==> config.mk <==
export PLATFORM = sky130hd
export DESIGN_NAME = mdu_sequencer
export DESIGN_NICKNAME = d
export VERILOG_FILES = /design/src/rtl/mdu_pkg.sv /design/src/rtl/mdu_divider.sv /design/src/rtl/mdu_sequencer.sv
export SDC_FILE = /design/constraint.sdc
export NUM_CORES = 2
export LEC_CHECK = 0
export ABC_CLOCK_PERIOD_IN_PS = 9500
export BUFFER_PORTS_ARGS = -buffer_cell sky130_fd_sc_hd__buf_2
export CORE_MARGIN = 2
export CORE_UTILIZATION = 52
export DETAILED_ROUTE_END_ITERATION = 8
export GPL_ROUTABILITY_DRIVEN = 0
export PLACE_DENSITY_LB_ADDON = 0.25
export SYNTH_ARGS = -nofsm -noshare
export SYNTH_HDL_FRONTEND = slang
export SYNTH_SLANG_ARGS = --single-unit
==> constraint.sdc <==
create_clock -name clk -period 9.5 [get_ports clk]
set_input_delay 1.9 -clock clk [delete_from_list [all_inputs] [get_ports clk]]
set_output_delay 1.9 -clock clk [all_outputs]
set_load 0.01 [all_outputs]
==> src/rtl/mdu_pkg.sv <==
// mdu_pkg: shared definitions for the M-extension execution unit.
//   - OPCODE_OP / FUNCT7_MULDIV identify an M-ext instruction in the decoder.
//   - F3_* select the eight multiply/divide operations.
//   - mdu_state_t is the sequencer FSM encoding.
//   - ALU_OP_* are the ALU operation codes shared with the control unit.
package mdu_pkg;

    localparam logic [6:0] OPCODE_OP     = 7'b0110011;
    localparam logic [6:0] FUNCT7_MULDIV = 7'b0000001;

    localparam logic [2:0] F3_MUL    = 3'b000;
    localparam logic [2:0] F3_MULH   = 3'b001;
    localparam logic [2:0] F3_MULHSU = 3'b010;
    localparam logic [2:0] F3_MULHU  = 3'b011;
    localparam logic [2:0] F3_DIV    = 3'b100;
    localparam logic [2:0] F3_DIVU   = 3'b101;
    localparam logic [2:0] F3_REM    = 3'b110;
    localparam logic [2:0] F3_REMU   = 3'b111;

    localparam logic [3:0] ALU_OP_ADD  = 4'd0;
    localparam logic [3:0] ALU_OP_SUB  = 4'd1;
    localparam logic [3:0] ALU_OP_SLL  = 4'd2;
    localparam logic [3:0] ALU_OP_SLT  = 4'd3;
    localparam logic [3:0] ALU_OP_SLTU = 4'd4;
    localparam logic [3:0] ALU_OP_XOR  = 4'd5;
    localparam logic [3:0] ALU_OP_SRL  = 4'd6;
    localparam logic [3:0] ALU_OP_SRA  = 4'd7;
    localparam logic [3:0] ALU_OP_OR   = 4'd8;
    localparam logic [3:0] ALU_OP_AND  = 4'd9;
    localparam logic [3:0] ALU_OP_MDU  = 4'd15;

    typedef enum logic [1:0] {
        ST_IDLE = 2'd0,
        ST_MUL  = 2'd1,
        ST_DIV  = 2'd2,
        ST_DONE = 2'd3
    } mdu_state_t;

    // True when the decoded instruction belongs to this unit.
    function automatic logic is_muldiv(input logic [6:0] opcode, input logic [6:0] funct7);
        return (opcode == OPCODE_OP) && (funct7 == FUNCT7_MULDIV);
    endfunction

endpackage

==> src/rtl/mdu_divider.sv <==
// mdu_divider: iterative radix-2 restoring divider on unsigned operands.
// Ports:
//   clk, rst_n           clock, synchronous active-low reset
//   load                 capture dividend/divisor and begin XLEN iterations
//   kill                 abandon the current division
//   dividend, divisor    unsigned operands (divisor must be non-zero)
//   quotient, remainder  result of the iteration performed at the next edge
//   last                 the next edge performs the final iteration, so
//                        quotient/remainder are the finished result now
module mdu_divider
    import mdu_pkg::*;
#(
    parameter int XLEN = 32
) (
    input  logic            clk,
    input  logic            rst_n,
    input  logic            load,
    input  logic            kill,
    input  logic [XLEN-1:0] dividend,
    input  logic [XLEN-1:0] divisor,
    output logic [XLEN-1:0] quotient,
    output logic [XLEN-1:0] remainder,
    output logic            last
);

    localparam int CNT_W = $clog2(XLEN);

    logic             active_q;
    logic [CNT_W-1:0] cnt_q;
    logic [XLEN-1:0]  rem_q;
    logic [XLEN-1:0]  quo_q;   // dividend bits shift out the top, quotient bits in the bottom
    logic [XLEN-1:0]  dvs_q;

    logic [XLEN:0]    rem_shift;
    logic [XLEN:0]    diff;
    logic [XLEN-1:0]  rem_nx;
    logic [XLEN-1:0]  quo_nx;

    // rem_q < divisor always holds, so the shifted partial remainder fits in
    // XLEN+1 bits and the top bit of the difference is the borrow.
    always_comb begin
        rem_shift = {rem_q, quo_q[XLEN-1]};
        diff      = rem_shift - {1'b0, dvs_q};
        if (diff[XLEN]) begin
            rem_nx = rem_shift[XLEN-1:0];
            quo_nx = {quo_q[XLEN-2:0], 1'b0};
        end else begin
            rem_nx = diff[XLEN-1:0];
            quo_nx = {quo_q[XLEN-2:0], 1'b1};
        end
    end

    always_ff @(posedge clk) begin
        if (!rst_n) begin
            active_q <= 1'b0;
            cnt_q    <= '0;
            rem_q    <= '0;
            quo_q    <= '0;
            dvs_q    <= '0;
        end else if (kill) begin
            active_q <= 1'b0;
        end else if (load) begin
            active_q <= 1'b1;
            cnt_q    <= '0;
            rem_q    <= '0;
            quo_q    <= dividend;
            dvs_q    <= divisor;
        end else if (active_q) begin
            rem_q <= rem_nx;
            quo_q <= quo_nx;
            cnt_q <= cnt_q + 1'b1;
            if (last) begin
                active_q <= 1'b0;
            end
        end
    end

    assign quotient  = quo_nx;
    assign remainder = rem_nx;
    assign last      = active_q && (cnt_q == CNT_W'(XLEN - 1));

endmodule

==> src/rtl/mdu_sequencer.sv <==
// mdu_sequencer: multi-cycle RISC-V M-extension unit for the EX stage.
// Multiplies take MUL_CYCLES cycles on a fixed-latency multiplier; divides
// run XLEN iterations of mdu_divider. Divide-by-zero and signed overflow
// finish without iterating.
// Ports:
//   clk, rst_n       clock, synchronous active-low reset
//   start_i          instruction present; held by the pipeline until done_o
//   funct3_i         operation select
//   operand_a_i/b_i  rs1 / rs2
//   flush_i          kill the in-flight operation
//   busy_o           FSM not idle
//   done_o           one-cycle registered completion strobe
//   result_o         registered result, held until the next completion
//   stall_o          start_i & ~done_o, for the hazard logic
module mdu_sequencer
    import mdu_pkg::*;
#(
    parameter int XLEN       = 32,
    parameter int MUL_CYCLES = 2
) (
    input  logic            clk,
    input  logic            rst_n,
    input  logic            start_i,
    input  logic [2:0]      funct3_i,
    input  logic [XLEN-1:0] operand_a_i,
    input  logic [XLEN-1:0] operand_b_i,
    input  logic            flush_i,
    output logic            busy_o,
    output logic            done_o,
    output logic [XLEN-1:0] result_o,
    output logic            stall_o
);

    localparam logic [2:0]      MUL_LOAD = 3'(MUL_CYCLES - 1);
    localparam logic [XLEN-1:0] INT_MIN  = {1'b1, {(XLEN-1){1'b0}}};

    mdu_state_t      state_q, state_d;
    logic [2:0]      f3_q;
    logic [XLEN-1:0] a_q, b_q;
    logic            a_sgn_q, b_sgn_q;   // operand is negative and treated as signed
    logic [2:0]      mul_cnt_q;

    logic            accept;
    logic            a_sgn_in, b_sgn_in;
    logic            div_zero, div_ovf, special;
    logic [XLEN-1:0] special_res;

    logic signed [2*XLEN+1:0] product;
    logic [XLEN-1:0] mul_res;
    logic [1:0]      unused_product;

    logic            div_load, div_kill, div_last;
    logic [XLEN-1:0] div_quo, div_rem, div_res;

    logic            res_load;
    logic [XLEN-1:0] res_d;

    // done_o is still high for the instruction just finished while the
    // pipeline holds start_i into the next edge; it must not restart.
    assign accept = (state_q == ST_IDLE) && start_i && !flush_i && !done_o;

    assign a_sgn_in = operand_a_i[XLEN-1] &&
                      (funct3_i == F3_MULH || funct3_i == F3_MULHSU ||
                       funct3_i == F3_DIV  || funct3_i == F3_REM);
    assign b_sgn_in = operand_b_i[XLEN-1] &&
                      (funct3_i == F3_MULH || funct3_i == F3_DIV || funct3_i == F3_REM);

    assign div_zero    = (operand_b_i == '0);
    assign div_ovf     = !funct3_i[0] && (operand_a_i == INT_MIN) && (operand_b_i == '1);
    assign special     = funct3_i[2] && (div_zero || div_ovf);
    assign special_res = div_zero ? (funct3_i[1] ? operand_a_i : '1)
                                  : (funct3_i[1] ? '0 : INT_MIN);

    // Sign flag as an extra top bit gives the (XLEN+1)-bit operand each
    // multiply variant needs.
    assign product        = $signed({a_sgn_q, a_q}) * $signed({b_sgn_q, b_q});
    assign mul_res        = (f3_q == F3_MUL) ? product[XLEN-1:0] : product[2*XLEN-1:XLEN];
    assign unused_product = product[2*XLEN+1:2*XLEN];

    mdu_divider #(.XLEN(XLEN)) u_divider (
        .clk       (clk),
        .rst_n     (rst_n),
        .load      (div_load),
        .kill      (div_kill),
        .dividend  (a_sgn_in ? -operand_a_i : operand_a_i),
        .divisor   (b_sgn_in ? -operand_b_i : operand_b_i),
        .quotient  (div_quo),
        .remainder (div_rem),
        .last      (div_last)
    );

    // Sign flags are only ever set for DIV/REM, so the unsigned ops pass through.
    assign div_res = f3_q[1] ? (a_sgn_q ? -div_rem : div_rem)
                             : ((a_sgn_q ^ b_sgn_q) ? -div_quo : div_quo);

    always_ff @(posedge clk) begin
        if (!rst_n) begin
            state_q <= ST_IDLE;
        end else begin
            state_q <= state_d;
        end
    end

    always_comb begin
        state_d = state_q;
        if (flush_i) begin
            state_d = ST_IDLE;
        end else begin
            case (state_q)
                ST_IDLE: begin
                    if (accept) begin
                        if (!funct3_i[2]) state_d = ST_MUL;
                        else if (special) state_d = ST_DONE;
                        else              state_d = ST_DIV;
                    end
                end
                ST_MUL:  if (mul_cnt_q == '0) state_d = ST_DONE;
                ST_DIV:  if (div_last)        state_d = ST_DONE;
                ST_DONE: state_d = ST_IDLE;
                default: state_d = ST_IDLE;
            endcase
        end
    end

    always_comb begin
        busy_o   = (state_q != ST_IDLE);
        stall_o  = start_i && !done_o;
        div_load = accept && funct3_i[2] && !special;
        div_kill = flush_i;
        res_load = 1'b0;
        res_d    = result_o;
        case (state_q)
            ST_IDLE: if (accept && special) begin
                res_load = 1'b1;
                res_d    = special_res;
            end
            ST_MUL: if (!flush_i && mul_cnt_q == '0) begin
                res_load = 1'b1;
                res_d    = mul_res;
            end
            ST_DIV: if (!flush_i && div_last) begin
                res_load = 1'b1;
                res_d    = div_res;
            end
            default: ;
        endcase
    end

    always_ff @(posedge clk) begin
        if (!rst_n) begin
            done_o    <= 1'b0;
            result_o  <= '0;
            f3_q      <= '0;
            a_q       <= '0;
            b_q       <= '0;
            a_sgn_q   <= 1'b0;
            b_sgn_q   <= 1'b0;
            mul_cnt_q <= '0;
        end else begin
            // Completion is committed once DONE is reached; a flush there is too late.
            done_o <= (state_q == ST_DONE);
            if (res_load) begin
                result_o <= res_d;
            end
            if (accept) begin
                f3_q    <= funct3_i;
                a_q     <= operand_a_i;
                b_q     <= operand_b_i;
                a_sgn_q <= a_sgn_in;
                b_sgn_q <= b_sgn_in;
            end
            if (accept && !funct3_i[2]) begin
                mul_cnt_q <= MUL_LOAD;
            end else if (state_q == ST_MUL && mul_cnt_q != '0) begin
                mul_cnt_q <= mul_cnt_q - 1'b1;
            end
        end
    end

endmodule

Word-level counts from Yosys, hierarchy flattened
Index checks and enable logic that the tools add are counted.
{"block": "classes", "n_addsub": 7, "mul": 1, "n_eq_ne": 16, "muxes": 36, "bitwise_logic": 3, "reduce_logical": 43}
{"cell": "$mux 32", "n": 17}
{"cell": "$neg 32->32", "n": 4}
{"cell": "$pmux 32 s3", "n": 1}
{"cell": "$eq 32x32->1 const B", "n": 2}
{"cell": "$mul 33x33->64", "n": 1}
{"cell": "$sub 33x32->33", "n": 1}
{"cell": "$logic_not 32->1", "n": 1}
{"cell": "$logic_and 1x1->1", "n": 17}
{"cell": "$mux 1", "n": 10}
{"cell": "$mux 5", "n": 2}
{"cell": "$ne 2x2->1 const B", "n": 5}
{"cell": "$mux 2", "n": 4}
{"cell": "$pmux 2 s4", "n": 1}
{"cell": "$eq 3x3->1 const B", "n": 2}
{"cell": "$logic_not 3->1", "n": 2}
{"cell": "$logic_or 1x1->1", "n": 6}
{"cell": "$reduce_bool 2->1", "n": 3}
{"cell": "$reduce_bool 3->1", "n": 2}
{"cell": "$add 5x1->5 const B", "n": 1}
{"cell": "$eq 5x5->1 const B", "n": 1}
{"cell": "$logic_not 1->1", "n": 5}
{"cell": "$reduce_and 5->1", "n": 1}
{"cell": "$eq 2x2->1 const B", "n": 2}
{"cell": "$reduce_and 2->1", "n": 2}
{"cell": "11 further kinds", "n": 13}
{"block": "totals", "ff_bits": 209, "inputBits": 71, "output_inout_bits": 35, "wordCells": 121}

Longest topological paths before layout
{"block": "logic_depth", "depth_word": 9, "ltp_mapped": 33, "depth_no_buf": 30}

Hierarchy
From an unflattened synthesis, not the netlist that was laid out.
{"block": "unflattened", "hier_cells": 6110, "area_unflattened_um2": 53169.7}
{"module": "mdu_sequencer", "instances": 1, "cells_per_inst": 5373, "area_each_um2": 46694.8, "seq_area_each_um2": 2142.1}
{"module": "mdu_divider", "instances": 1, "cells_per_inst": 737, "area_each_um2": 6475.0, "seq_area_each_um2": 2042.0}

Worst setup path before layout
Ideal clock, no wire load.
{"block": "synth_timing", "kind": "register to register", "startpoint": "reg a_sgn_q", "endpoint": "reg result_o[23]", "setup_time_ns": 0.123, "arrival_ns": 8.035, "required_ns": 9.377, "path_slack_ns": 1.342, "path_stages_with_launch": 30, "n_path_buf": 5, "synth_period_minus_slack_ns": 8.158, "cell_sequence": "dfxtp_1 -> clkbuf_1 -> clkbuf_1 -> clkbuf_8 -> clkbuf_1 -> and2_1 -> fa_1 -> fa_1 -> fa_1 -> fa_1 -> inv_1 -> fa_1 -> inv_1 -> fa_1 -> fa_1 -> inv_1 -> fa_1 -> inv_1 -> ha_1 -> clkbuf_1 -> nand3_1 -> nor2_1 -> nand2_1 -> nor3_1 -> a21oi_1 -> and3_1 -> a21oi_1 -> o32ai_1 -> a311oi_1 -> o21ai_1"}
{"block": "synth_via", "elab_chain_cells": 5, "elab_cells_between_ends": 9, "cone_classes": "1 x mul; 7 x mux; 1 x bitwise"}
{"element": "from (decl)", "line_no": "mdu_sequencer.sv:40", "text": "logic a_sgn_q, b_sgn_q;"}
{"element": "from (signal assigned)", "line_no": "mdu_sequencer.sv:169", "text": "a_sgn_q <= a_sgn_in;"}
{"element": "parallel branches: the longest is 4 deep, another holds $mul 33x33->64"}
{"element": "$pmux 32 s3 *", "line_no": "mdu_sequencer.sv:132", "text": "case (state_q)"}
{"element": "to (signal assigned)", "line_no": "mdu_sequencer.sv:163", "text": "result_o <= res_d;"}
{"element": "to (decl)", "line_no": "mdu_sequencer.sv:30", "text": "output logic [XLEN-1:0] result_o,"}
Every way passes the cells marked *. The select of a mux whose other input is x is not followed.
A chain may end at the register's enable or synchronous reset.

Worst setup path after layout
{"block": "layout_timing", "startpoint": "reg b_q[15]", "endpoint": "reg result_o[21]"}
{"block": "layout_via", "elab_chain_cells": 4}
{"element": "from (decl)", "line_no": "mdu_sequencer.sv:39", "text": "logic [XLEN-1:0] a_q, b_q;"}
{"element": "from (signal assigned)", "line_no": "mdu_sequencer.sv:168", "text": "b_q <= operand_b_i;"}
{"element": "$mul 33x33->64", "line_no": "mdu_sequencer.sv:76", "text": "assign product = $signed({a_sgn_q, a_q}) * $signed({b_sgn_q, b_q});"}
{"element": "$mux 32", "line_no": "mdu_sequencer.sv:77", "text": "assign mul_res = (f3_q == F3_MUL) ? product[XLEN-1:0] : product[2*XLEN-1:XLEN];"}
{"element": "$mux 32", "line_no": "mdu_sequencer.sv:137", "text": "ST_MUL: if (!flush_i && mul_cnt_q == '0) begin"}
{"element": "$pmux 32 s3", "line_no": "mdu_sequencer.sv:132"}
Every way passes these cells. The select of a mux whose other input is x is not followed.

==> flow_summary.html <==
<table>
<tr><th>Metric</th><th>Value</th></tr>
<tr><th colspan="2">Floorplanning</th></tr>
<tr><td>Count of pins on the block boundary</td><td>106</td></tr>
<tr><td>Initial cell density of the core</td><td>between 50% and 60%</td></tr>
<tr><td>Area of the placeable core</td><td>0.102 mm²</td></tr>
<tr><td>Horizontal die dimension</td><td>324 µm</td></tr>
<tr><td>Die extent in y</td><td>324 µm</td></tr>
<tr><td>Area enclosed by the die boundary</td><td>0.105 mm²</td></tr>
<tr><td>Placement Rows</td><td>117</td></tr>
<tr><th colspan="2">Synthesis</th></tr>
<tr><td>Ys flop type</td><td>sky130_fd_sc_hd__dfxtp_1</td></tr>
<tr><td>Total nets after synthesis</td><td>~7,600</td></tr>
<tr><td>Combined area of all synthesized cells</td><td>0.0531 mm²</td></tr>
<tr><td>Count of flip-flops with a built-in enable after synthesis</td><td>0</td></tr>
<tr><td>Synth Instances</td><td>roughly 6,100</td></tr>
<tr><td>Register bit total from synthesis</td><td>209</td></tr>
<tr><td>Sequential-to-total area share from yosys stat</td><td>7.88%</td></tr>
<tr><td>Synth async-reset ratio</td><td>0%</td></tr>
<tr><td>Number of unique standard cell types used by synthesis</td><td>104</td></tr>
<tr><td>Per-instance average area after synthesis</td><td>~8.7 µm²</td></tr>
<tr><td>Total number of yosys warnings</td><td>0</td></tr>
<tr><th colspan="2">Critical path</th></tr>
<tr><td>Register-to-register path setup slack</td><td>0.42 ns</td></tr>
<tr><td>R2R depth</td><td>28</td></tr>
<tr><td>Arrival time reported for the critical path endpoint</td><td>9.54 ns</td></tr>
<tr><td>Data required time of the critical path</td><td>9.95 ns</td></tr>
<tr><td>Critical Setup Path Class</td><td>flop to flop</td></tr>
<tr><td>Gate family responsible for the most delay along the worst path</td><td>adder cells</td></tr>
<tr><td>End of the critical path</td><td>result_o[21]</td></tr>
<tr><td>Crit-path max cell delay</td><td>1.11 ns</td></tr>
<tr><td>Beginning of the worst register-to-register path</td><td>b_q[15]</td></tr>
<tr><td>Source of the critical timing path</td><td>b_q[15]</td></tr>
<tr><td>Stages on worst setup path</td><td>28</td></tr>
<tr><td>Slowest CP cell</td><td>sky130_fd_sc_hd__dfxtp_1</td></tr>
<tr><td>Critical path peak fanout</td><td>28</td></tr>
<tr><td>Capture point of the worst reg-to-reg path</td><td>result_o[21]</td></tr>
<tr><td>Buffers plus inverters on the worst setup path</td><td>6</td></tr>
<tr><td>Type of element launching the critical path</td><td>flop</td></tr>
<tr><td>CP endpoint kind</td><td>flop</td></tr>
<tr><td>Most common cell type on the critical path</td><td>sky130_fd_sc_hd__fa_1</td></tr>
<tr><th colspan="2">Power and ir drop</th></tr>
<tr><td>Leak</td><td>27.6 nW</td></tr>
<tr><td>Power density over the cells</td><td>around 76 mW/mm²</td></tr>
<tr><td>Maximum vdd ir drop</td><td>0.000152 V</td></tr>
<tr><th colspan="2">Finish</th></tr>
<tr><td>Cell Count, Final, Fillers Out</td><td>~7,400</td></tr>
<tr><td>Commonest non-fill, non-tap cell in the layout</td><td>sky130_fd_sc_hd__inv_1</td></tr>
<tr><td>Synthesis-to-finish area growth</td><td>5.08%</td></tr>
<tr><td>Layout cell share with drive strength beyond 1</td><td>5.53%</td></tr>
<tr><td>Total Nets Final</td><td>7,490</td></tr>
<tr><td>Highest-count cells in the layout ignoring fill and taps</td><td>sky130_fd_sc_hd__inv_1 (1,204), sky130_fd_sc_hd__fa_1 (1,126), sky130_fd_sc_hd__nand2_1 (897), sky130_fd_sc_hd__and2_1 (546), sky130_fd_sc_hd__ha_1 (257)</td></tr>
<tr><th colspan="2">Routing</th></tr>
<tr><td>Total via count after detailed routing</td><td>41,900</td></tr>
<tr><td>DRC viols</td><td>0</td></tr>
<tr><td>WL/cell</td><td>about 21 µm</td></tr>
<tr><td>Routed wire length</td><td>around 160,000 µm</td></tr>
<tr><td>Remaining number of nets flagged by the antenna check after routing</td><td>0</td></tr>
<tr><td>First-pass detailed-route iteration total</td><td>6</td></tr>
<tr><td>1st-iter DRT viols</td><td>about 3,500</td></tr>
<tr><td>Via-to-Cell Ratio</td><td>5.64</td></tr>
<tr><th colspan="2">Placed design</th></tr>
<tr><td>Number of placed instances, taps included</td><td>between 7,000 and 8,000</td></tr>
<tr><td>Buffers added on ports</td><td>105</td></tr>
<tr><td>HPWL after detailed placement</td><td>130,000 µm</td></tr>
<tr><td>Post-Place Setup Slack</td><td>0.522 ns</td></tr>
<tr><th colspan="2">GRT</th></tr>
<tr><td>Number of global-route vias before repair</td><td>43,700</td></tr>
<tr><td>Initial antenna violation count</td><td>2</td></tr>
<tr><td>Largest net degree at the start of global routing</td><td>96</td></tr>
<tr><td>Total global routing overflow</td><td>0</td></tr>
<tr><td>Global-route wire length before repair</td><td>253,000 µm</td></tr>
<tr><td>Overall fraction of global-route tracks in use</td><td>31.2%</td></tr>
<tr><th colspan="2">Clock tree</th></tr>
<tr><td>Maximum clock path buffer count</td><td>3</td></tr>
<tr><td>CTS H-tree lvls</td><td>1</td></tr>
<tr><td>Clock network latency to the later pin of the worst-skew pair</td><td>0.60 ns</td></tr>
<tr><td>TritonCTS clock tree</td><td>built</td></tr>
<tr><td>Register clock-pin slew on the reported worst setup and hold paths</td><td>around 0.07 ns</td></tr>
<tr><td>Number of clock buffers inserted by TritonCTS</td><td>28</td></tr>
<tr><td>Clk root buf</td><td>sky130_fd_sc_hd__clkbuf_16</td></tr>
<tr><td>Number of sinks driven by the clock tree</td><td>209</td></tr>
<tr><td>Number of hold buffers added after CTS</td><td>0</td></tr>
<tr><th colspan="2">Timing</th></tr>
<tr><td>Transition time of the tightest slew-check pin</td><td>1.22 ns</td></tr>
<tr><td>Fin. Hold Viols</td><td>0</td></tr>
<tr><td>Final critical-path required period</td><td>9.08 ns</td></tr>
<tr><td>Final period util</td><td>95.6%</td></tr>
<tr><td>Relative max-transition margin</td><td>18.7%</td></tr>
<tr><td>Setup Skew</td><td>0.0241 ns</td></tr>
<tr><td>Min setup slack post-route</td><td>0.418 ns</td></tr>
<tr><td>Final count of pins violating max slew</td><td>0</td></tr>
<tr><td>Max Freq</td><td>0.110 GHz</td></tr>
<tr><td>Setup repair after global routing missed its margin</td><td>false</td></tr>
<tr><td>Final total negative setup slack</td><td>0 ns</td></tr>
<tr><td>Setup-violating endpoint count in the final report</td><td>0</td></tr>
<tr><th colspan="2">Worst hold path</th></tr>
<tr><td>Hold crit path type</td><td>flop to flop</td></tr>
<tr><th colspan="2">Flow run</th></tr>
<tr><td>Number of violations of the max-capacitance limit</td><td>0</td></tr>
<tr><th colspan="2">Outcome</th></tr>
<tr><td>Outcome</td><td>complete, no violations</td></tr>
</table>
==> per-layer routing <==
layer / up-vias / part of all wire (%) / global-route usage, %
li1: 18600 / - / -
met1: 21200 / 42 / 43.8
met2: 1807 / 45 / 49.1
met3: 321 / 8.9 / 5.57
met4: 2 / 4.0 / 10.3
met5: - / 0.0044 / 0
==> through the flow <==
step	hold WS [ns]	util (%)	total power, mW	instance area [µm²]
detailed placement	0.444	54.0	3.09	54900
global route	0.487	54.9	4.45	55800
floorplan	0.441	-	2.41	53100
finish	0.457	54.9	4.23	55800
CTS	0.461	54.9	4.19	55800
global placement	0.443	54.0	3.08	54900
==> flip-flops by register name, indices dropped and copies added (netlist names) <==
name	count
a_q	32
a_sgn_q	1
b_q	32
b_sgn_q	1
done_o	1
f3_q	3
mul_cnt_q	3
result_o	32
state_q	2
u_divider.active_q	1
u_divider.cnt_q	5
u_divider.dvs_q	32
u_divider.quo_q	32
u_divider.rem_q	32
==> layout make-up <==
cell class	count	area [µm²]
multi-input combinational	4366	43000
fill	9344	45800
sequential	209	4190
clock inverter	14	108
clock buffer	37	796
tap	1368	1710
antenna	3	7.51
inverter	1205	4540
timing repair buffer	226	1450
==> synthesized netlist by cell type (32+ instances only) <==
library cell	count	area, µm²
sky130_fd_sc_hd__nand2_1	897	3370
sky130_fd_sc_hd__dfxtp_1	209	4180
sky130_fd_sc_hd__fa_1	1126	22500
sky130_fd_sc_hd__clkbuf_1	316	1190
sky130_fd_sc_hd__a22oi_1	32	240
sky130_fd_sc_hd__a21o_1	49	368
sky130_fd_sc_hd__xnor2_1	130	1140
sky130_fd_sc_hd__a21boi_0	102	766
sky130_fd_sc_hd__nand2b_1	32	200
sky130_fd_sc_hd__nand3_1	52	260
sky130_fd_sc_hd__xor2_1	71	622
sky130_fd_sc_hd__a21oi_1	171	856
sky130_fd_sc_hd__nor2b_1	74	463
sky130_fd_sc_hd__nor2_1	129	484
sky130_fd_sc_hd__ha_1	257	3220
sky130_fd_sc_hd__mux2i_1	32	320
sky130_fd_sc_hd__o31ai_1	33	248
sky130_fd_sc_hd__nor3_1	74	370
sky130_fd_sc_hd__o211a_1	32	320
sky130_fd_sc_hd__and2_1	546	3420
sky130_fd_sc_hd__o21ai_0	134	671
sky130_fd_sc_hd__inv_1	1204	4520
==> worst min path at each step <==
stage	start	to	slack (ns)	depth (start not counted)
3_3_place_gp	result_o[9]	result_o[9]	0.44	2
2_1_floorplan	u_divider.dvs_q[22]	u_divider.dvs_q[22]	0.44	2
4_1_cts	result_o[18]	result_o[18]	0.46	2
5_1_grt	result_o[18]	result_o[18]	0.49	2
3_5_place_dp	result_o[18]	result_o[18]	0.44	2
6_report	result_o[18]	result_o[18]	0.46	2
==> power by group <==
part | switching [mW] | total, mW | internal [mW]
Clock | 0.473 | 1.09 | 0.614
Combinational | 1.39 | 2.14 | 0.744
Sequential | 0.0931 | 1.00 | 0.911
==> cells by family (layout without fill, tap and decap cells) <==
kind of cell    after synthesis  in the layout  share of synthesized area (%)
flops                       209            209                           7.88
fa+ha+maj                  1383           1383                           48.5
mux                          40             40                          0.785
compound gates              804            804                           10.4
buf+inv                    1549           1482                           11.2
xor+xnor                    201            201                           3.32
simple gates               1938           1938                           18.0
other cells                   0              3                              0
==> worst register-to-register path, delay by kind of cell, from the launching register on <==
family                   cells  cell delay, ns
adder cells (fa/ha/maj)      9            4.23
AO/OA/AOI/OAI               11            2.75
buffers and inverters        6            0.32
flip-flops                   1            1.11
AND/OR/NAND/NOR              2            0.53
==> timing repair <==
action                     in CTS  in global routing
setup endpoints to repair       0                  4
gates resized for setup         0                  5
setup buffers                   0                  0
No activity file was read; power rests on OpenSTA's default activity.
